### src/rtl/uart_tx_arbiter_pkg.sv
// ----------------------------------------------------------------------------
// uart_tx_arbiter_pkg
// Shared definitions for the UART transmit arbiter slice: arbiter state
// encoding, default string geometry of the uart_tx_supervisor and a helper
// that clamps a requested byte count to what the data word can hold.
// ----------------------------------------------------------------------------
package uart_tx_arbiter_pkg;

    // Geometry of the shared string-level transmitter.
    localparam int unsigned UART_MAX_LEN    = 14;
    localparam int unsigned UART_DATA_WIDTH = 112;

    typedef enum logic [1:0] {
        StIdle     = 2'd0,
        StLaunch   = 2'd1,
        StWait     = 2'd2,
        StComplete = 2'd3
    } arbState_e;

    // Lengths past maxLen would make the supervisor index outside its data word.
    function automatic logic [7:0] clampLength(input logic [7:0] len,
                                               input int unsigned maxLen);
        logic [7:0] limit;
        limit = 8'(maxLen);
        return (len > limit) ? limit : len;
    endfunction

endpackage

### src/rtl/rr_priority_picker.sv
// ----------------------------------------------------------------------------
// rr_priority_picker
// Combinational round-robin picker. Returns the first set request at or after
// the pointer, scanning upward and wrapping modulo NUM_REQ. Usable by any
// arbiter sharing one resource between several requesters.
//
// Ports:
//   i_req     request vector, one bit per requester
//   i_ptr     index holding the highest priority this round (< NUM_REQ)
//   o_valid   at least one request is set
//   o_winner  index of the chosen requester (0 when o_valid is low)
// ----------------------------------------------------------------------------
module rr_priority_picker
    import uart_tx_arbiter_pkg::*;
#(
    parameter int unsigned NUM_REQ = 4,
    parameter int unsigned IDX_W   = 2
) (
    input  logic [NUM_REQ-1:0] i_req,
    input  logic [IDX_W-1:0]   i_ptr,
    output logic               o_valid,
    output logic [IDX_W-1:0]   o_winner
);

    // Walk from the farthest offset to the nearest so the nearest hit is the
    // last assignment and therefore the one that sticks.
    always_comb begin
        o_valid  = 1'b0;
        o_winner = '0;
        for (int off = int'(NUM_REQ) - 1; off >= 0; off--) begin
            int               pos;
            logic [IDX_W-1:0] sel;
            pos = int'(i_ptr) + off;
            if (pos >= int'(NUM_REQ)) begin
                pos = pos - int'(NUM_REQ);
            end
            sel = IDX_W'(pos);
            if (i_req[sel]) begin
                o_valid  = 1'b1;
                o_winner = sel;
            end
        end
    end

endmodule

### src/rtl/uart_tx_arbiter.sv
// ----------------------------------------------------------------------------
// uart_tx_arbiter
// Shares one uart_tx_supervisor between NUM_REQ requesters with round-robin
// priority. The winner's string and length are latched at grant, the
// supervisor is launched with a one-cycle begin pulse, and the owner gets a
// one-cycle done pulse when the supervisor finishes (or the optional watchdog
// gives up). Priority then rotates to the requester after the owner.
//
// Ports:
//   i_clock, i_reset  clock, asynchronous active-high reset
//   i_req             level request per requester, held until its o_done
//   i_reqData         packed strings, requester k at [k*DATA_WIDTH +: DATA_WIDTH]
//   i_reqLength       byte counts, requester k at [k*8 +: 8]
//   o_grant           one-hot current owner, 0 when idle
//   o_done            one-cycle completion pulse to the owner
//   o_timeout         pulses with o_done when the watchdog aborted the transfer
//   o_txBegin         supervisor launch pulse
//   o_txData          latched string for the supervisor
//   o_txDataLength    latched, clamped byte count for the supervisor
//   i_txBusy          supervisor busy
//   i_txDone          supervisor done pulse
// All outputs are registered.
// ----------------------------------------------------------------------------
module uart_tx_arbiter
    import uart_tx_arbiter_pkg::*;
#(
    parameter int unsigned NUM_REQ        = 4,
    parameter int unsigned DATA_WIDTH     = UART_DATA_WIDTH,
    parameter int unsigned MAX_LEN        = UART_MAX_LEN,
    parameter int unsigned TIMEOUT_CYCLES = 0
) (
    input  logic                          i_clock,
    input  logic                          i_reset,
    input  logic [NUM_REQ-1:0]            i_req,
    input  logic [NUM_REQ*DATA_WIDTH-1:0] i_reqData,
    input  logic [NUM_REQ*8-1:0]          i_reqLength,
    output logic [NUM_REQ-1:0]            o_grant,
    output logic [NUM_REQ-1:0]            o_done,
    output logic                          o_timeout,
    output logic                          o_txBegin,
    output logic [DATA_WIDTH-1:0]         o_txData,
    output logic [7:0]                    o_txDataLength,
    input  logic                          i_txBusy,
    input  logic                          i_txDone
);

    localparam int unsigned IDX_W = (NUM_REQ > 1) ? $clog2(NUM_REQ) : 1;

    arbState_e              stateQ, stateD;
    logic [IDX_W-1:0]       ptrQ, ptrD;
    logic [IDX_W-1:0]       ownerQ, ownerD;
    logic [31:0]            wdCntQ, wdCntD;

    logic [NUM_REQ-1:0]     grantQ, grantD;
    logic [NUM_REQ-1:0]     doneQ, doneD;
    logic                   timeoutQ, timeoutD;
    logic                   txBeginQ, txBeginD;
    logic [DATA_WIDTH-1:0]  txDataQ, txDataD;
    logic [7:0]             txLenQ, txLenD;

    logic                   pickValid;
    logic [IDX_W-1:0]       pickIdx;
    logic                   launch;
    logic                   wdExpired;
    logic                   finish;

    rr_priority_picker #(
        .NUM_REQ (NUM_REQ),
        .IDX_W   (IDX_W)
    ) u_picker (
        .i_req    (i_req),
        .i_ptr    (ptrQ),
        .o_valid  (pickValid),
        .o_winner (pickIdx)
    );

    // The supervisor has no reset of its own, so it can still be busy after
    // an arbiter reset; a launch is only allowed once it has gone quiet.
    assign launch    = (stateQ == StIdle) && pickValid && !i_txBusy;
    // Fires on the edge that ends the TIMEOUT_CYCLES-th WAIT cycle.
    assign wdExpired = (TIMEOUT_CYCLES != 0) && ((wdCntQ + 32'd1) == TIMEOUT_CYCLES);
    assign finish    = (stateQ == StWait) && (i_txDone || wdExpired);

    // State register.
    always_ff @(posedge i_clock or posedge i_reset) begin
        if (i_reset) begin
            stateQ <= StIdle;
        end else begin
            stateQ <= stateD;
        end
    end

    // Next-state logic.
    always_comb begin
        stateD = stateQ;
        unique case (stateQ)
            StIdle:     if (launch) stateD = StLaunch;
            StLaunch:   stateD = StWait;
            StWait:     if (finish) stateD = StComplete;
            StComplete: stateD = StIdle;
            default:    stateD = StIdle;
        endcase
    end

    // Output and datapath next values; everything lands in registers so the
    // begin pulse coincides with LAUNCH and the done pulse with COMPLETE.
    always_comb begin
        grantD   = grantQ;
        txDataD  = txDataQ;
        txLenD   = txLenQ;
        ownerD   = ownerQ;
        ptrD     = ptrQ;
        wdCntD   = wdCntQ;
        doneD    = '0;
        timeoutD = 1'b0;
        txBeginD = 1'b0;

        unique case (stateQ)
            StIdle: begin
                if (launch) begin
                    grantD   = NUM_REQ'(1) << pickIdx;
                    ownerD   = pickIdx;
                    txBeginD = 1'b1;
                    for (int k = 0; k < int'(NUM_REQ); k++) begin
                        if (pickIdx == IDX_W'(k)) begin
                            txDataD = i_reqData[k*DATA_WIDTH +: DATA_WIDTH];
                            txLenD  = clampLength(i_reqLength[k*8 +: 8], MAX_LEN);
                        end
                    end
                end
            end
            StLaunch: begin
                wdCntD = '0;
            end
            StWait: begin
                wdCntD = wdCntQ + 32'd1;
                if (finish) begin
                    doneD    = NUM_REQ'(1) << ownerQ;
                    // A real done in the same cycle wins over the watchdog.
                    timeoutD = !i_txDone;
                    grantD   = '0;
                    ptrD     = (ownerQ == IDX_W'(NUM_REQ - 1)) ? '0 : ownerQ + 1'b1;
                end
            end
            StComplete: begin
            end
            default: begin
            end
        endcase
    end

    // Output and datapath registers.
    always_ff @(posedge i_clock or posedge i_reset) begin
        if (i_reset) begin
            grantQ   <= '0;
            doneQ    <= '0;
            timeoutQ <= 1'b0;
            txBeginQ <= 1'b0;
            txDataQ  <= '0;
            txLenQ   <= '0;
            ownerQ   <= '0;
            ptrQ     <= '0;
            wdCntQ   <= '0;
        end else begin
            grantQ   <= grantD;
            doneQ    <= doneD;
            timeoutQ <= timeoutD;
            txBeginQ <= txBeginD;
            txDataQ  <= txDataD;
            txLenQ   <= txLenD;
            ownerQ   <= ownerD;
            ptrQ     <= ptrD;
            wdCntQ   <= wdCntD;
        end
    end

    assign o_grant        = grantQ;
    assign o_done         = doneQ;
    assign o_timeout      = timeoutQ;
    assign o_txBegin      = txBeginQ;
    assign o_txData       = txDataQ;
    assign o_txDataLength = txLenQ;

endmodule

### config.mk
export PLATFORM = sky130hd
export DESIGN_NAME = uart_tx_arbiter
export DESIGN_NICKNAME = d
export VERILOG_FILES = /design/src/rtl/uart_tx_arbiter_pkg.sv /design/src/rtl/rr_priority_picker.sv /design/src/rtl/uart_tx_arbiter.sv
export SDC_FILE = /design/constraint.sdc
export NUM_CORES = 1
export LEC_CHECK = 0
export BUFFER_PORTS_ARGS = -buffer_cell sky130_fd_sc_hd__buf_2
export CAP_MARGIN = 30
export CORE_AREA = 2 2 238 240
export CTS_BUF_LIST = sky130_fd_sc_hd__clkbuf_8
export CTS_CLUSTER_DIAMETER = 60
export DETAILED_ROUTE_END_ITERATION = 6
export DIE_AREA = 0 0 240 242
export HOLD_SLACK_MARGIN = 0.15
export SYNTH_ARGS = -nofsm -noshare
export SYNTH_HDL_FRONTEND = slang
export SYNTH_SLANG_ARGS = --single-unit
### constraint.sdc
create_clock -name i_clock -period 12.5 [get_ports i_clock]
set_clock_uncertainty 0.2 [all_clocks]
set_input_delay 1.875 -clock i_clock [delete_from_list [all_inputs] [get_ports i_clock]]
set_output_delay 1.875 -clock i_clock [all_outputs]
set_load 0.005 [all_outputs]
After elaboration in Yosys (flattened, before gate mapping). Cells that the tools add are included. Widths: inputs -> output; s select.

Flip-flop bits (word level): 136. Input bits: 488. Output and inout port bits: 130. Logic and storage cells: 99.

$add $sub $neg: 8. Order comparisons: 12. Equal/unequal tests: 9. Shifts and indexed selects: 2. Mux-type cells: 45. Reduce and logical (&&, ||, !) cells: 14.

Operator list (count): $mux 112 (4); $mux 8 (8); $gt 8x4->1 const B (4); $mux 2 (11); $mux 4 (4); $lt 2x3->1 const B (4); $mux 1 (12); $eq 2x2->1 const B (5); $ge 3x3->1 const B (3); $bmux 1 s2 (4); $pmux 2 s4 (1); $pmux 4 s2 (1); $shl 1x2->4 const A (2); $sub 2x1->2 const B (4); $add 2x2->3 const B (2); $reduce_and 2->1 (3); $reduce_and 3->1 (2); $eq 2x1->1 const B (2); $logic_not 2->1 (2); $ne 2x2->1 const B (2); $reduce_bool 4->1 (1); $add 2x1->3 const B (1); $ge 2x3->1 const B (1); $logic_and 1x1->1 (3); other kinds (3) (4).

Logic depth before layout (Yosys ltp). Gate-level depths: netlist (run 1).

Depth after elaboration: 14. Depth in mapped cells: 9. Mapped depth without buffers: 8.

By module. From an unflattened synthesis (run 1), not the netlist that was laid out.

Cell total of the unflattened synthesis: 743. Area total of the unflattened synthesis: 8145.3 um^2.

By module, submodules not included: uart_tx_arbiter (instances 1, cells an instance 730, area each 8067.7 um^2, sequential area each 3403.3 um^2); rr_priority_picker (instances 1, cells an instance 13, area each 77.6 um^2, sequential area each 0.0 um^2).

Least setup slack after synthesis (run 1). No wires, ideal clock.

Path type: input to register. Start point: input port i_req[0]. End point: register txDataQ[88], in the netlist o_txData[88]. Setup time: 0.141 ns. Arrival: 3.189 ns. Required time: 12.159 ns. Setup slack: 8.970 ns. Stages on the path: 8. Path buffers: 3. Path through: buf_2 -> o21ai_1 -> o211ai_2 -> buf_2 -> buf_2 -> a211o_1 -> o221ai_1 -> a31oi_1.

Longest elaborated chain between the ends: 10. Elaborated cells on any way between the ends: 27. Those cells by class: 3 x eq/ne; 19 x mux; 5 x reduce/logical.

Ends and longest elaborated chain: start, declared (line uart_tx_arbiter.sv:34) `input logic [NUM_REQ-1:0] i_req,`; $bmux 1 s2 (line rr_priority_picker.sv:38) `if (i_req[sel]) begin`; $mux 1 (implied by the code) (line rr_priority_picker.sv:38); $mux 2 (4 in series) (line rr_priority_picker.sv:38); $eq 2x1->1 (line uart_tx_arbiter.sv:125) `if (pickIdx == IDX_W'(k)) begin`; $mux 112 (3 in series) (line uart_tx_arbiter.sv:125); end signal, assigned (line uart_tx_arbiter.sv:169) `txDataQ <= txDataD;`; end, declared (line uart_tx_arbiter.sv:58) `logic [DATA_WIDTH-1:0] txDataQ, txDataD;`.

Parallel ways exist; a longest one is shown, timed or not. The select of a mux whose other input is x is not followed. A chain may end at the register's enable or synchronous reset.

Worst setup path in the final report (run 1).
Start point: input port i_req[1]. End point: register txDataQ[21], in the netlist o_txData[21].

Same word-level chain as after synthesis.

==> results of run 1 <==
cell type report:
cell class | count | area (um2) | area share
multi-input combinational | 773 | 4940 | 0.381
sequential | 136 | 3400 | 0.262
timing repair buffer | 631 | 3210 | 0.248
tap | 756 | 946 | 0.0729
clock buffer | 19 | 262 | 0.0202
clock inverter | 13 | 155 | 0.0120
inverter | 9 | 46.3 | 0.00357
antenna | 4 | 10.0 | 0.000772
report_power, final:
group	switching, W	internal, W
combinational	0.000809	0.000564
sequential	0.000128	0.000642
clock	0.000197	0.000206
total	0.00113	0.00141
stage by stage:
stage	worst slack (ps)	total power, W	cells	instance area (um2)
floorplan	6790	0.00156	1037	8900
global placement	7520	0.00214	2304	12500
detailed placement	7470	0.00217	2305	12500
CTS	8100	0.00260	2337	13000
global route	7880	0.00275	2340	13000
finish	7960	0.00255	2341	13000
layer usage:
layer | wire length (um) | global-route usage | vias up
li1 | - | - | 4968
met2 | 22000 | 0.258 | 597
met1 | 17600 | 0.164 | 5101
met3 | 3530 | 0.0442 | 74
met4 | 1910 | 0.0744 | 0
met5 | 0 | 0 | -
registers in the layout (all words and copies together) (netlist names):
register        count
o_txBegin           1
o_timeout           1
o_txData          112
o_done              4
o_grant             4
o_txDataLength      8
ptrQ                2
ownerQ              2
stateQ              2
path summary, 6_finish.rpt:
path,start,endpoint,cells past startpoint
setup / recovery,i_req[1],o_txData[21],9
hold / removal,o_txDataLength[6],o_txDataLength[6],1
setup reg to reg,ptrQ[1],o_txData[21],8
hold reg to reg,o_txDataLength[6],o_txDataLength[6],1
max in group asynchronous,i_reset,ownerQ[1],3
min in group asynchronous,i_reset,o_txData[85],2
placed cells by master (no fill, tap or decap), drive strengths merged, types with 11 or more instances in the layout:
| cell type | Yosys | layout |
|---|---|---|
| a31oi | 117 | 117 |
| dfrtp | 136 | 136 |
| a211o | 112 | 112 |
| buf | 65 | 631 |
| nor2 | 124 | 124 |
| inv | 9 | 11 |
| clkbuf | 54 | 19 |
| and2 | 115 | 115 |
| nand2 | 123 | 123 |
| o221ai | 114 | 114 |
cells by family after synthesis:
logic type	count (synthesis)	synth area share
fa+ha+maj	6	0.00844
mux	3	0.00380
flops	136	0.382
buf+inv	128	0.0685
other cells	1	0.000421
simple gates	380	0.199
compound gates	383	0.338
worst max-delay path, delay by kind of cell:
| family | cells | cell delay, ps |
|---|---|---|
| buffers and inverters | 4 | 1630 |
| AOI/OAI and AO/OA | 3 | 740 |
| and+or+nand+nor | 2 | 300 |
==> flow_summary.html, run 1 <==
<table>
<tr><th>Metric</th><th>Value</th></tr>
<tr><th colspan="2">Global route</th></tr>
<tr><td>GRT Residual Overflow</td><td>0</td></tr>
<tr><td>Vias in the first global route</td><td>roughly 10000</td></tr>
<tr><td>Antenna violations before repair</td><td>9</td></tr>
<tr><td>Global-route wire length before repair</td><td>63.5 mm</td></tr>
<tr><td>Global-route total usage across every layer</td><td>0.149</td></tr>
<tr><td>Pin count of the biggest net entering global routing</td><td>139</td></tr>
<tr><th colspan="2">Routing</th></tr>
<tr><td>Number of iterations in the first detailed-routing pass</td><td>5</td></tr>
<tr><td>Remaining DRCs</td><td>0</td></tr>
<tr><td>Via/cell ratio</td><td>between 4 and 5</td></tr>
<tr><td>DRT Wirelength</td><td>45.1 mm</td></tr>
<tr><td>1st-iter DRT viols</td><td>approximately 650</td></tr>
<tr><td>Detailed-route via count</td><td>10700</td></tr>
<tr><td>Average wire per standard cell</td><td>19.3 um</td></tr>
<tr><td>Remaining antenna violation count after routing</td><td>0</td></tr>
<tr><th colspan="2">Logic synthesis</th></tr>
<tr><td>Top cell type's share of synthesized area</td><td>0.382</td></tr>
<tr><td>Area contributors post-synth</td><td>sky130_fd_sc_hd__dfrtp_1 (38%), sky130_fd_sc_hd__o221ai_1 (11%), sky130_fd_sc_hd__a211o_1 (11%)</td></tr>
<tr><td>Cell area after synthesis</td><td>0.00890 mm2</td></tr>
<tr><td>Cells after Synth</td><td>1037</td></tr>
<tr><td>Commonest cells post-synth</td><td>sky130_fd_sc_hd__dfrtp_1 (136), sky130_fd_sc_hd__nand2_1 (123), sky130_fd_sc_hd__nor2_1 (123), sky130_fd_sc_hd__a31oi_1 (117), sky130_fd_sc_hd__and2_1 (114)</td></tr>
<tr><td>Post-synth EDFFs</td><td>0</td></tr>
<tr><td>Sequential fraction of the synthesis area</td><td>0.382</td></tr>
<tr><td>Most common cell in the synthesized netlist</td><td>sky130_fd_sc_hd__dfrtp_1</td></tr>
<tr><td>Share of async-settable or async-resettable flops after synthesis</td><td>1.00</td></tr>
<tr><td>Post-synth net total</td><td>1531</td></tr>
<tr><td>Leading register cell type out of synthesis</td><td>sky130_fd_sc_hd__dfrtp_1</td></tr>
<tr><td>Number of library cell types mapped by synthesis</td><td>46</td></tr>
<tr><td>Per-instance average area after synthesis</td><td>between 8 and 9 um2</td></tr>
<tr><td>Post-synthesis sequential element count</td><td>about 140</td></tr>
<tr><td>Number of warnings reported in the yosys synthesis log</td><td>0</td></tr>
<tr><td>Synth area leader</td><td>sky130_fd_sc_hd__dfrtp_1</td></tr>
<tr><th colspan="2">Setup path</th></tr>
<tr><td>CP Class</td><td>primary input to flop</td></tr>
<tr><td>Most repeated library cell on the critical path</td><td>sky130_fd_sc_hd__buf_4</td></tr>
<tr><td>Required time reported for the critical path endpoint</td><td>12750 ps</td></tr>
<tr><td>CP max-delay cell</td><td>sky130_fd_sc_hd__buf_4</td></tr>
<tr><td>Maximum cell stage delay along the critical path</td><td>660 ps</td></tr>
<tr><td>Setup slack on the worst flop-to-flop path</td><td>~9000 ps</td></tr>
<tr><td>Critical path endpoint category</td><td>flop</td></tr>
<tr><td>Worst EP arrival</td><td>~4800 ps</td></tr>
<tr><td>Chain of cells forming the critical path</td><td>buf_2 -&gt; nand2b_1 -&gt; o21ba_4 -&gt; buf_4 -&gt; nor2_4 -&gt; buf_4 -&gt; buf_4 -&gt; o221ai_1 -&gt; a31oi_1</td></tr>
<tr><td>Largest fanout on the critical path</td><td>about 60</td></tr>
<tr><td>Setup crit start kind</td><td>primary input</td></tr>
<tr><th colspan="2">Clock tree</th></tr>
<tr><td>Clock Pin Slew Worst Setup and Hold Paths</td><td>80 ps</td></tr>
<tr><td>Clock sinks</td><td>136</td></tr>
<tr><td>Clock Path Buffers</td><td>2</td></tr>
<tr><td>Clock Latency Late Sink</td><td>530 ps</td></tr>
<tr><td>H-tree depth</td><td>4</td></tr>
<tr><td>Clock tree root driver cell</td><td>sky130_fd_sc_hd__clkbuf_8</td></tr>
<tr><td>CTS tree</td><td>built</td></tr>
<tr><td>Number of buffers inserted by hold repair at cts</td><td>0</td></tr>
<tr><td>Resize count post-CTS</td><td>0</td></tr>
<tr><td>TritonCTS buffer count</td><td>17</td></tr>
<tr><td>Post-CTS Repair Setup Buffers</td><td>0</td></tr>
<tr><th colspan="2">Floorplanning</th></tr>
<tr><td>I/O pins</td><td>618</td></tr>
<tr><td>Starting density of the core</td><td>0.160</td></tr>
<tr><td>Width of the chip</td><td>240 um</td></tr>
<tr><td>Number of rows created at floorplan</td><td>87</td></tr>
<tr><td>Core ar.</td><td>0.0557 mm2</td></tr>
<tr><td>Die area</td><td>0.0581 mm2</td></tr>
<tr><td>Die span in y</td><td>242 um</td></tr>
<tr><th colspan="2">Placement</th></tr>
<tr><td>Final RePlAce weighted congestion</td><td>between 0.8 and 0.9</td></tr>
<tr><td>IO buf count</td><td>617</td></tr>
<tr><td>Detailed placer's ending HPWL</td><td>35.2 mm</td></tr>
<tr><th colspan="2">Timing</th></tr>
<tr><td>Slew Limit Headroom</td><td>0.368</td></tr>
<tr><td>Final Hold Violating Endpoints</td><td>0</td></tr>
<tr><td>Final TNS setup</td><td>0 ps</td></tr>
<tr><td>Final number of max-transition violations</td><td>0</td></tr>
<tr><td>Period utilisation layout</td><td>0.363</td></tr>
<tr><td>Achievable Freq</td><td>0.220 GHz</td></tr>
<tr><td>Final period demand of the worst path</td><td>4540 ps</td></tr>
<tr><td>Final setup violation count</td><td>0</td></tr>
<tr><td>Unrepaired setup endpoints after global routing</td><td>no</td></tr>
<tr><td>Tightest Pin Transition</td><td>roughly 950 ps</td></tr>
<tr><td>Tightest hold margin</td><td>291 ps</td></tr>
<tr><th colspan="2">Layout</th></tr>
<tr><td>Number of fill cells in the layout</td><td>6271</td></tr>
<tr><td>Fraction of final layout cells sized beyond drive strength 1</td><td>0.426</td></tr>
<tr><td>Synth-to-Final Area Change</td><td>45.8%</td></tr>
<tr><td>Utilization of the core after routing</td><td>0.233</td></tr>
<tr><td>Total number of nets in the final design</td><td>roughly 2100</td></tr>
<tr><th colspan="2">Power and ir drop</th></tr>
<tr><td>PD cells</td><td>196 mW/mm2</td></tr>
<tr><td>Static leakage</td><td>6.17 nW</td></tr>
<tr><td>Maximum ir drop on the vdd rail</td><td>0.0000758 V</td></tr>
<tr><th colspan="2">Hold path</th></tr>
<tr><td>Path category of the worst min-delay check</td><td>flop to flop</td></tr>
<tr><th colspan="2">Flow run</th></tr>
<tr><td>Max Cap Viol</td><td>0</td></tr>
<tr><th colspan="2">Run status</th></tr>
<tr><td>Status</td><td>finished, final reports clean</td></tr>
</table>
No activity file was read; power rests on OpenSTA's default activity.
==> inputs of run 2 (changes only) <==
Settings changed: CORE_AREA 2 2 238 240 to 2 2 241 243, DIE_AREA 0 0 240 242 to 0 0 243 245.
Clock period 12.5 ns to 4.44 ns, I/O delays scaled along.
==> flow_summary.html, run 2 (synthesis gave the netlist of run 1 again) <==
<table>
<tr><th>Metric</th><th>Value</th></tr>
<tr><th colspan="2">Run status</th></tr>
<tr><td>Status</td><td>finished, final reports clean</td></tr>
<tr><th colspan="2">Floorplanning</th></tr>
<tr><td>Starting density of the core</td><td>0.156 (-0.00364)</td></tr>
<tr><td>I/O pins</td><td>618 (unchanged)</td></tr>
<tr><td>Width of the chip</td><td>243 um (+1.3%)</td></tr>
<tr><td>Die area</td><td>0.0595 mm2 (+2.5%)</td></tr>
<tr><td>Die span in y</td><td>245 um (+1.2%)</td></tr>
<tr><td>Core ar.</td><td>0.0570 mm2 (+2.3%)</td></tr>
<tr><td>Number of rows created at floorplan</td><td>88 (+1.1%)</td></tr>
<tr><th colspan="2">Routing</th></tr>
<tr><td>Number of iterations in the first detailed-routing pass</td><td>5 (unchanged)</td></tr>
<tr><td>Via/cell ratio</td><td>4.50 (-1.8%)</td></tr>
<tr><td>Detailed-route via count</td><td>11100 (+3.5%)</td></tr>
<tr><td>1st-iter DRT viols</td><td>717 (+9.8%)</td></tr>
<tr><td>Average wire per standard cell</td><td>19.4 um (+0.95%)</td></tr>
<tr><td>Remaining antenna violation count after routing</td><td>0 (unchanged)</td></tr>
<tr><td>Remaining DRCs</td><td>0 (unchanged)</td></tr>
<tr><td>DRT Wirelength</td><td>48.0 mm (+6.5%)</td></tr>
<tr><th colspan="2">Global route</th></tr>
<tr><td>Vias in the first global route</td><td>11100 (+5.6%)</td></tr>
<tr><td>Global-route total usage across every layer</td><td>0.155 (+0.00607)</td></tr>
<tr><td>Antenna violations before repair</td><td>8 (-1)</td></tr>
<tr><td>Global-route wire length before repair</td><td>69.0 mm (+8.7%)</td></tr>
<tr><td>Pin count of the biggest net entering global routing</td><td>101 (-27%)</td></tr>
<tr><td>GRT Residual Overflow</td><td>0 (unchanged)</td></tr>
<tr><th colspan="2">Timing</th></tr>
<tr><td>Final setup violation count</td><td>0 (unchanged)</td></tr>
<tr><td>Final period demand of the worst path</td><td>3100 ps</td></tr>
<tr><td>Period utilisation layout</td><td>0.698</td></tr>
<tr><td>Final TNS setup</td><td>0 ps (unchanged)</td></tr>
<tr><td>Slew Limit Headroom</td><td>0.480 (+0.112)</td></tr>
<tr><td>Tightest Pin Transition</td><td>773 ps (-175 ps)</td></tr>
<tr><td>Unrepaired setup endpoints after global routing</td><td>no</td></tr>
<tr><td>Achievable Freq</td><td>0.323 GHz</td></tr>
<tr><td>Final number of max-transition violations</td><td>0 (unchanged)</td></tr>
<tr><td>Final Hold Violating Endpoints</td><td>0 (unchanged)</td></tr>
<tr><th colspan="2">Hold path</th></tr>
<tr><td>Path category of the worst min-delay check</td><td>primary input to flop</td></tr>
<tr><th colspan="2">Layout</th></tr>
<tr><td>Utilization of the core after routing</td><td>0.249 (+0.0167)</td></tr>
<tr><td>Fraction of final layout cells sized beyond drive strength 1</td><td>0.402 (-0.0239)</td></tr>
<tr><td>Leading cell type in the layout, fill and taps excluded</td><td>sky130_fd_sc_hd__buf_2</td></tr>
<tr><td>Synth-to-Final Area Change</td><td>59.9%</td></tr>
<tr><td>Highest-count cells in the layout ignoring fill and taps</td><td>sky130_fd_sc_hd__buf_2 (617), sky130_fd_sc_hd__dfrtp_1 (136), sky130_fd_sc_hd__nor2_1 (123), sky130_fd_sc_hd__nand2_1 (123), sky130_fd_sc_hd__a31oi_1 (117)</td></tr>
<tr><td>Total number of nets in the final design</td><td>2176 (+5.5%)</td></tr>
<tr><td>Max FFs per register</td><td>112 (unchanged)</td></tr>
<tr><th colspan="2">Clock tree</th></tr>
<tr><td>Clock tree root driver cell</td><td>sky130_fd_sc_hd__clkbuf_8</td></tr>
<tr><td>H-tree depth</td><td>4 (unchanged)</td></tr>
<tr><td>Clock sinks</td><td>136 (unchanged)</td></tr>
<tr><td>Clock Latency Late Sink</td><td>530 ps (about the same)</td></tr>
<tr><td>Clock Path Buffers</td><td>2 (unchanged)</td></tr>
<tr><td>Clock Pin Slew Worst Setup and Hold Paths</td><td>90 ps (about the same)</td></tr>
<tr><td>CTS tree</td><td>built</td></tr>
<tr><td>TritonCTS buffer count</td><td>17 (unchanged)</td></tr>
<tr><th colspan="2">Flow run</th></tr>
<tr><td>Max Cap Viol</td><td>0 (unchanged)</td></tr>
<tr><th colspan="2">Setup path</th></tr>
<tr><td>CP Class</td><td>flop to flop</td></tr>
<tr><td>Critical path endpoint category</td><td>flop</td></tr>
<tr><td>Setup crit start kind</td><td>flop</td></tr>
<tr><td>Worst EP arrival</td><td>3350 ps (-1440 ps)</td></tr>
<tr><td>Largest fanout on the critical path</td><td>49 (-20%)</td></tr>
<tr><td>Required time reported for the critical path endpoint</td><td>4700 ps (-8050 ps)</td></tr>
<tr><th colspan="2">Placement</th></tr>
<tr><td>IO buf count</td><td>617 (unchanged)</td></tr>
<tr><td>Final RePlAce weighted congestion</td><td>0.862 (-3.6%)</td></tr>
<tr><td>Detailed placer's ending HPWL</td><td>35.7 mm (+1.4%)</td></tr>
<tr><th colspan="2">Power and ir drop</th></tr>
<tr><td>PD cells</td><td>519 mW/mm2 (+160%)</td></tr>
<tr><td>Static leakage</td><td>6.69 nW (+8.3%)</td></tr>
<tr><td>Maximum ir drop on the vdd rail</td><td>0.000201 V (+160%)</td></tr>
</table>
==> run 2: timing repair <==
item / 4_1_cts / 5_1_grt
endpoints found under the hold margin: 126 / 0
buffers inserted: 0 / 0
hold buffers: 106 / 0
gates resized for setup: 0 / 0
==> run 2: cell type report <==
type / count / area (um2)
fillers: 6299 / 42800
repair buffers: 745 / 4410
inverters: 9 / 45.0
well taps: 765 / 957
multi-input cells: 773 / 4940
clock buffers: 20 / 275
diodes: 9 / 22.5
flip-flops and latches: 136 / 3400
clock inverters: 12 / 174
==> run 2: path summary, 6_finish.rpt <==
check / endpoint / depth (start not counted) / from / slack [ps]
min in group asynchronous: o_txData[38] / 3 / i_reset / 580
setup / recovery: o_txData[79] / 6 / ptrQ[1] / 1340
hold / removal: o_txData[62] / 3 / i_reqData[398] / 230
max in group asynchronous: o_txData[81] / 4 / i_reset / 2690
setup reg to reg: o_txData[79] / 6 / ptrQ[1] / 1340
hold reg to reg: o_grant[2] / 2 / o_grant[2] / 280
==> run 2: per-stage QoR <==
step                instances  area (um2)  total power (W)  setup WS (ps)  hold WS [ps]
floorplan                1037        8900          0.00440           1880           264
global placement         2322       12700          0.00609           1330           258
detailed placement       2322       12700          0.00612           1330           263
CTS                      2460       14200          0.00748           1410           155
global route             2464       14200          0.00795           1220           187
finish                   2469       14200          0.00739           1340           230
==> run 2: metal layers <==
layer	global-route usage	vias to the layer above	routed length, um
li1	-	5198	-
met1	0.183	5235	19600
met2	0.255	600	22600
met3	0.0444	82	3770
met4	0.0789	4	1960
met5	0	-	26
==> run 2: critical path, cell delays in order (launching register included) <==
cell and delay (ps):
sky130_fd_sc_hd__dfrtp_1 650, sky130_fd_sc_hd__a21oi_1 240, sky130_fd_sc_hd__o211ai_4 620, sky130_fd_sc_hd__buf_4 630, sky130_fd_sc_hd__a211o_1 250, sky130_fd_sc_hd__o221ai_1 110
sky130_fd_sc_hd__a31oi_1 220
==> run 2: power by group <==
part | internal (W) | switching, W | leakage [nW]
Combinational | 0.00169 | 0.00231 | 4.92
Clock | 0.000654 | 0.000591 | 0.228
Sequential | 0.00181 | 0.000338 | 1.54
==> inputs of run 3 (changes only) <==
Settings changed: ABC_AREA set to 1, CORE_AREA 2 2 241 243 to 2 2 242 244, DIE_AREA 0 0 243 245 to 0 0 244 246.
Clock period 4.44 ns to 2.7 ns, I/O delays scaled along.
==> flow_summary.html, run 3 <==
<table>
<tr><th>Metric</th><th>Value</th></tr>
<tr><th colspan="2">Timing</th></tr>
<tr><td>Final TNS setup</td><td>0 ps (unchanged)</td></tr>
<tr><td>Tightest Pin Transition</td><td>591 ps (-183 ps)</td></tr>
<tr><td>Unrepaired setup endpoints after global routing</td><td>no</td></tr>
<tr><td>Final Hold Violating Endpoints</td><td>0 (unchanged)</td></tr>
<tr><td>Period utilisation layout</td><td>0.938 (+0.241)</td></tr>
<tr><td>Final number of max-transition violations</td><td>0 (unchanged)</td></tr>
<tr><td>Final period demand of the worst path</td><td>2530 ps (-564 ps)</td></tr>
<tr><td>Final setup violation count</td><td>0 (unchanged)</td></tr>
<tr><td>Slew Limit Headroom</td><td>0.602 (+0.122)</td></tr>
<tr><td>Achievable Freq</td><td>0.395 GHz (+22%)</td></tr>
<tr><th colspan="2">Logic synthesis</th></tr>
<tr><td>Share of async-settable or async-resettable flops after synthesis</td><td>1.00 (unchanged)</td></tr>
<tr><td>Leading register cell type out of synthesis</td><td>sky130_fd_sc_hd__dfrtp_1</td></tr>
<tr><td>Main combinational cell family by area after synthesis</td><td>simple AND/OR/NAND/NOR gates</td></tr>
<tr><td>Commonest cells post-synth</td><td>sky130_fd_sc_hd__nand2_1 (504), sky130_fd_sc_hd__nand3_1 (385), sky130_fd_sc_hd__inv_1 (256), sky130_fd_sc_hd__dfrtp_1 (136), sky130_fd_sc_hd__nor2_1 (101)</td></tr>
<tr><td>Post-synthesis sequential element count</td><td>136 (unchanged)</td></tr>
<tr><td>Number of library cell types mapped by synthesis</td><td>28 (-39%)</td></tr>
<tr><td>Most common cell in the synthesized netlist</td><td>sky130_fd_sc_hd__nand2_1</td></tr>
<tr><td>Post-synth EDFFs</td><td>0 (unchanged)</td></tr>
<tr><td>Share of synthesized area spent on multiplexers</td><td>0 (-0.00380)</td></tr>
<tr><td>Synth area leader</td><td>sky130_fd_sc_hd__dfrtp_1</td></tr>
<tr><td>Number of warnings reported in the yosys synthesis log</td><td>0 (unchanged)</td></tr>
<tr><td>Top cell type's share of synthesized area</td><td>0.335 (-0.0476)</td></tr>
<tr><td>Area contributors post-synth</td><td>sky130_fd_sc_hd__dfrtp_1 (33%), sky130_fd_sc_hd__nand3_1 (19%), sky130_fd_sc_hd__nand2_1 (19%)</td></tr>
<tr><td>Per-instance average area after synthesis</td><td>6.12 um2 (-29%)</td></tr>
<tr><td>Sequential fraction of the synthesis area</td><td>0.335 (-0.0476)</td></tr>
<tr><td>Complex-gate fraction of the synthesized area</td><td>0.0546 (-0.283)</td></tr>
<tr><td>Xor/xnor cell area share of the yosys netlist</td><td>0 (unchanged)</td></tr>
<tr><td>Post-synth net total</td><td>2155 (+41%)</td></tr>
<tr><td>Post-Synth Simple-Gate Area</td><td>0.446 (+0.247)</td></tr>
<tr><td>Adder and majority gate portion of the synthesized area</td><td>0.00738 (-0.00105)</td></tr>
<tr><td>Cell area after synthesis</td><td>0.0102 mm2 (+14%)</td></tr>
<tr><td>Cells after Synth</td><td>1661 (+60%)</td></tr>
<tr><th colspan="2">Run status</th></tr>
<tr><td>Status</td><td>finished, final reports clean</td></tr>
<tr><th colspan="2">Setup path</th></tr>
<tr><td>Setup crit start kind</td><td>flop</td></tr>
<tr><td>R2R Path Start</td><td>ptrQ[1]</td></tr>
<tr><td>Setup slack on the worst flop-to-flop path</td><td>170 ps (-1180 ps)</td></tr>
<tr><td>Start point of the critical path</td><td>ptrQ[1]</td></tr>
<tr><td>Critical path endpoint category</td><td>flop</td></tr>
<tr><td>Largest fanout on the critical path</td><td>19 (-61%)</td></tr>
<tr><td>Required time reported for the critical path endpoint</td><td>2960 ps (-1740 ps)</td></tr>
<tr><td>Worst EP arrival</td><td>2790 ps (-560 ps)</td></tr>
<tr><td>CP Class</td><td>flop to flop</td></tr>
<tr><th colspan="2">Clock tree</th></tr>
<tr><td>Clock tree root driver cell</td><td>sky130_fd_sc_hd__clkbuf_8</td></tr>
<tr><td>H-tree depth</td><td>4 (unchanged)</td></tr>
<tr><td>Clock Pin Slew Worst Setup and Hold Paths</td><td>90 ps (about the same)</td></tr>
<tr><td>Clock sinks</td><td>136 (unchanged)</td></tr>
<tr><td>Clock Latency Late Sink</td><td>550 ps (+20 ps)</td></tr>
<tr><td>CTS tree</td><td>built</td></tr>
<tr><td>TritonCTS buffer count</td><td>17 (unchanged)</td></tr>
<tr><td>Clock Path Buffers</td><td>2 (unchanged)</td></tr>
<tr><th colspan="2">Layout</th></tr>
<tr><td>Fraction of final layout cells sized beyond drive strength 1</td><td>0.288 (-0.114)</td></tr>
<tr><td>Synth-to-Final Area Change</td><td>94.9%</td></tr>
<tr><td>Highest-count cells in the layout ignoring fill and taps</td><td>sky130_fd_sc_hd__buf_2 (617), sky130_fd_sc_hd__nand2_1 (501), sky130_fd_sc_hd__dlygate4sd3_1 (465), sky130_fd_sc_hd__nand3_1 (383), sky130_fd_sc_hd__inv_1 (255)</td></tr>
<tr><td>Utilization of the core after routing</td><td>0.345 (+0.0959)</td></tr>
<tr><td>Final non-filler cell area</td><td>0.0198 mm2 (+39%)</td></tr>
<tr><td>Leading cell type in the layout, fill and taps excluded</td><td>sky130_fd_sc_hd__buf_2</td></tr>
<tr><td>Total number of nets in the final design</td><td>3224 (+48%)</td></tr>
<tr><td>Max FFs per register</td><td>112 (unchanged)</td></tr>
<tr><th colspan="2">Placement</th></tr>
<tr><td>Detailed placer's ending HPWL</td><td>36.6 mm (+2.7%)</td></tr>
<tr><td>Final RePlAce weighted congestion</td><td>0.905 (+5.0%)</td></tr>
<tr><td>Post-Place Cell Area</td><td>0.0144 mm2 (+13%)</td></tr>
<tr><td>IO buf count</td><td>617 (unchanged)</td></tr>
<tr><th colspan="2">Routing</th></tr>
<tr><td>Remaining DRCs</td><td>0 (unchanged)</td></tr>
<tr><td>Detailed-route via count</td><td>15800 (+42%)</td></tr>
<tr><td>DRT Wirelength</td><td>59.6 mm (+24%)</td></tr>
<tr><td>Average wire per standard cell</td><td>17.0 um (-13%)</td></tr>
<tr><td>Number of iterations in the first detailed-routing pass</td><td>6 (+1)</td></tr>
<tr><td>Remaining antenna violation count after routing</td><td>0 (unchanged)</td></tr>
<tr><td>Via/cell ratio</td><td>4.50 (about the same)</td></tr>
<tr><td>1st-iter DRT viols</td><td>1264 (+76%)</td></tr>
<tr><th colspan="2">Global route</th></tr>
<tr><td>Global-route wire length before repair</td><td>84.6 mm (+23%)</td></tr>
<tr><td>Global-route total usage across every layer</td><td>0.181 (+0.0263)</td></tr>
<tr><td>GRT Residual Overflow</td><td>0 (unchanged)</td></tr>
<tr><td>Antenna violations before repair</td><td>3 (-5)</td></tr>
<tr><td>Vias in the first global route</td><td>16000 (+44%)</td></tr>
<tr><td>Pin count of the biggest net entering global routing</td><td>69 (-32%)</td></tr>
<tr><th colspan="2">Flow run</th></tr>
<tr><td>Max Cap Viol</td><td>0 (unchanged)</td></tr>
<tr><th colspan="2">Power and ir drop</th></tr>
<tr><td>PD cells</td><td>1160 mW/mm2 (+120%)</td></tr>
<tr><td>Static leakage</td><td>10.8 nW (+61%)</td></tr>
<tr><td>Maximum ir drop on the vdd rail</td><td>0.000781 V (+290%)</td></tr>
<tr><th colspan="2">Hold path</th></tr>
<tr><td>HP Start</td><td>i_reqData[133]</td></tr>
<tr><td>Path category of the worst min-delay check</td><td>primary input to flop</td></tr>
<tr><th colspan="2">Floorplanning</th></tr>
<tr><td>Core ar.</td><td>0.0574 mm2 (+0.58%)</td></tr>
<tr><td>Die area</td><td>0.0600 mm2 (+0.82%)</td></tr>
<tr><td>Die span in y</td><td>246 um (+0.41%)</td></tr>
<tr><td>Starting density of the core</td><td>0.177 (+0.0212)</td></tr>
<tr><td>I/O pins</td><td>618 (unchanged)</td></tr>
<tr><td>Number of rows created at floorplan</td><td>88 (unchanged)</td></tr>
<tr><td>Width of the chip</td><td>244 um (+0.41%)</td></tr>
</table>
## run 3: cell count changes after synthesis, sizes merged, moves of 29 or more
cell	delta
inv	+250
or2	+35
nand3	+383
a31oi	-116
a21oi	+78
a211o	-112
nand2	+387
clkbuf	-35
and2	-115
o221ai	-114
buf	+29
## run 3: path summary, 6_finish.rpt
check / to / cells past startpoint
setup / recovery: o_txData[109] / 16
min in group asynchronous: o_done[3] / 4
max in group asynchronous: o_txData[109] / 5
hold reg to reg: o_txData[97] / 2
hold / removal: o_txData[21] / 7
setup reg to reg: o_txData[109] / 16
## run 3: report_power, final
group	total (W)	internal [W]	switching, W
clock network	0.00194	0.000942	0.00100
registers	0.00358	0.00300	0.000573
logic	0.0176	0.00678	0.0108
## run 3: worst max-delay path: stages (launching register included)
cell and delay (ps):
sky130_fd_sc_hd__dfrtp_1 460, sky130_fd_sc_hd__inv_2 90, sky130_fd_sc_hd__nand2_1 70, sky130_fd_sc_hd__nand2_1 70, sky130_fd_sc_hd__nand2_1 120, sky130_fd_sc_hd__nand2_2 70
sky130_fd_sc_hd__nor2_1 110, sky130_fd_sc_hd__nor2_1 50, sky130_fd_sc_hd__nand2_2 140, sky130_fd_sc_hd__nand2_8 130, sky130_fd_sc_hd__nand2_8 150, sky130_fd_sc_hd__buf_12 180
sky130_fd_sc_hd__buf_4 150, sky130_fd_sc_hd__nand2_1 60, sky130_fd_sc_hd__nand3_1 70, sky130_fd_sc_hd__nand3_1 90, sky130_fd_sc_hd__a21oi_1 200
## run 3: metrics by stage
stage                     std cells  power (W)  hold slack, ps  setup slack [ps]
after floorplan                1661     0.0129             273               402
after global placement         2994     0.0187             175             -6.88
after detailed placement       2994     0.0187             179             -16.3
after CTS                      3494     0.0214             152              52.7
after global routing           3510     0.0248             191              5.66
final                          3511     0.0231             205               166
## run 3: layout make-up
type | instances | area, um2
clock buffer | 18 | 248
fill | 5767 | 37600
timing repair buffer | 1163 | 8800
antenna | 3 | 7.51
clock inverter | 14 | 174
inverter | 259 | 991
tap | 765 | 957
sequential | 136 | 3400
multi-input combinational | 1153 | 5230
## run 3: kinds of logic after synthesis
| logic type | after synthesis |
|---|---|
| other | 1 |
| and+or+nand+nor | 1040 |
| AOI/OAI and AO/OA | 106 |
| DFF | 136 |
| adders and majority gates | 6 |
| buffers and inverters | 372 |
## run 3: repair_timing
action,in CTS,in global routing
gates cloned,0,8
pin swaps,1,3
resized for setup,2,15
hold buffers,465,0
endpoints found under the setup margin,28,97
buffers inserted,3,6
endpoints found under the hold margin,261,0
## run 3: metal layers
metal	part of all wire	wire length [um]	track usage	vias up
met1	0.37	22300	0.202	7108
met5	0	0	0	-
li1	-	-	-	7290
met4	0.061	3650	0.120	0
met2	0.47	27900	0.307	1148
met3	0.096	5730	0.0436	270
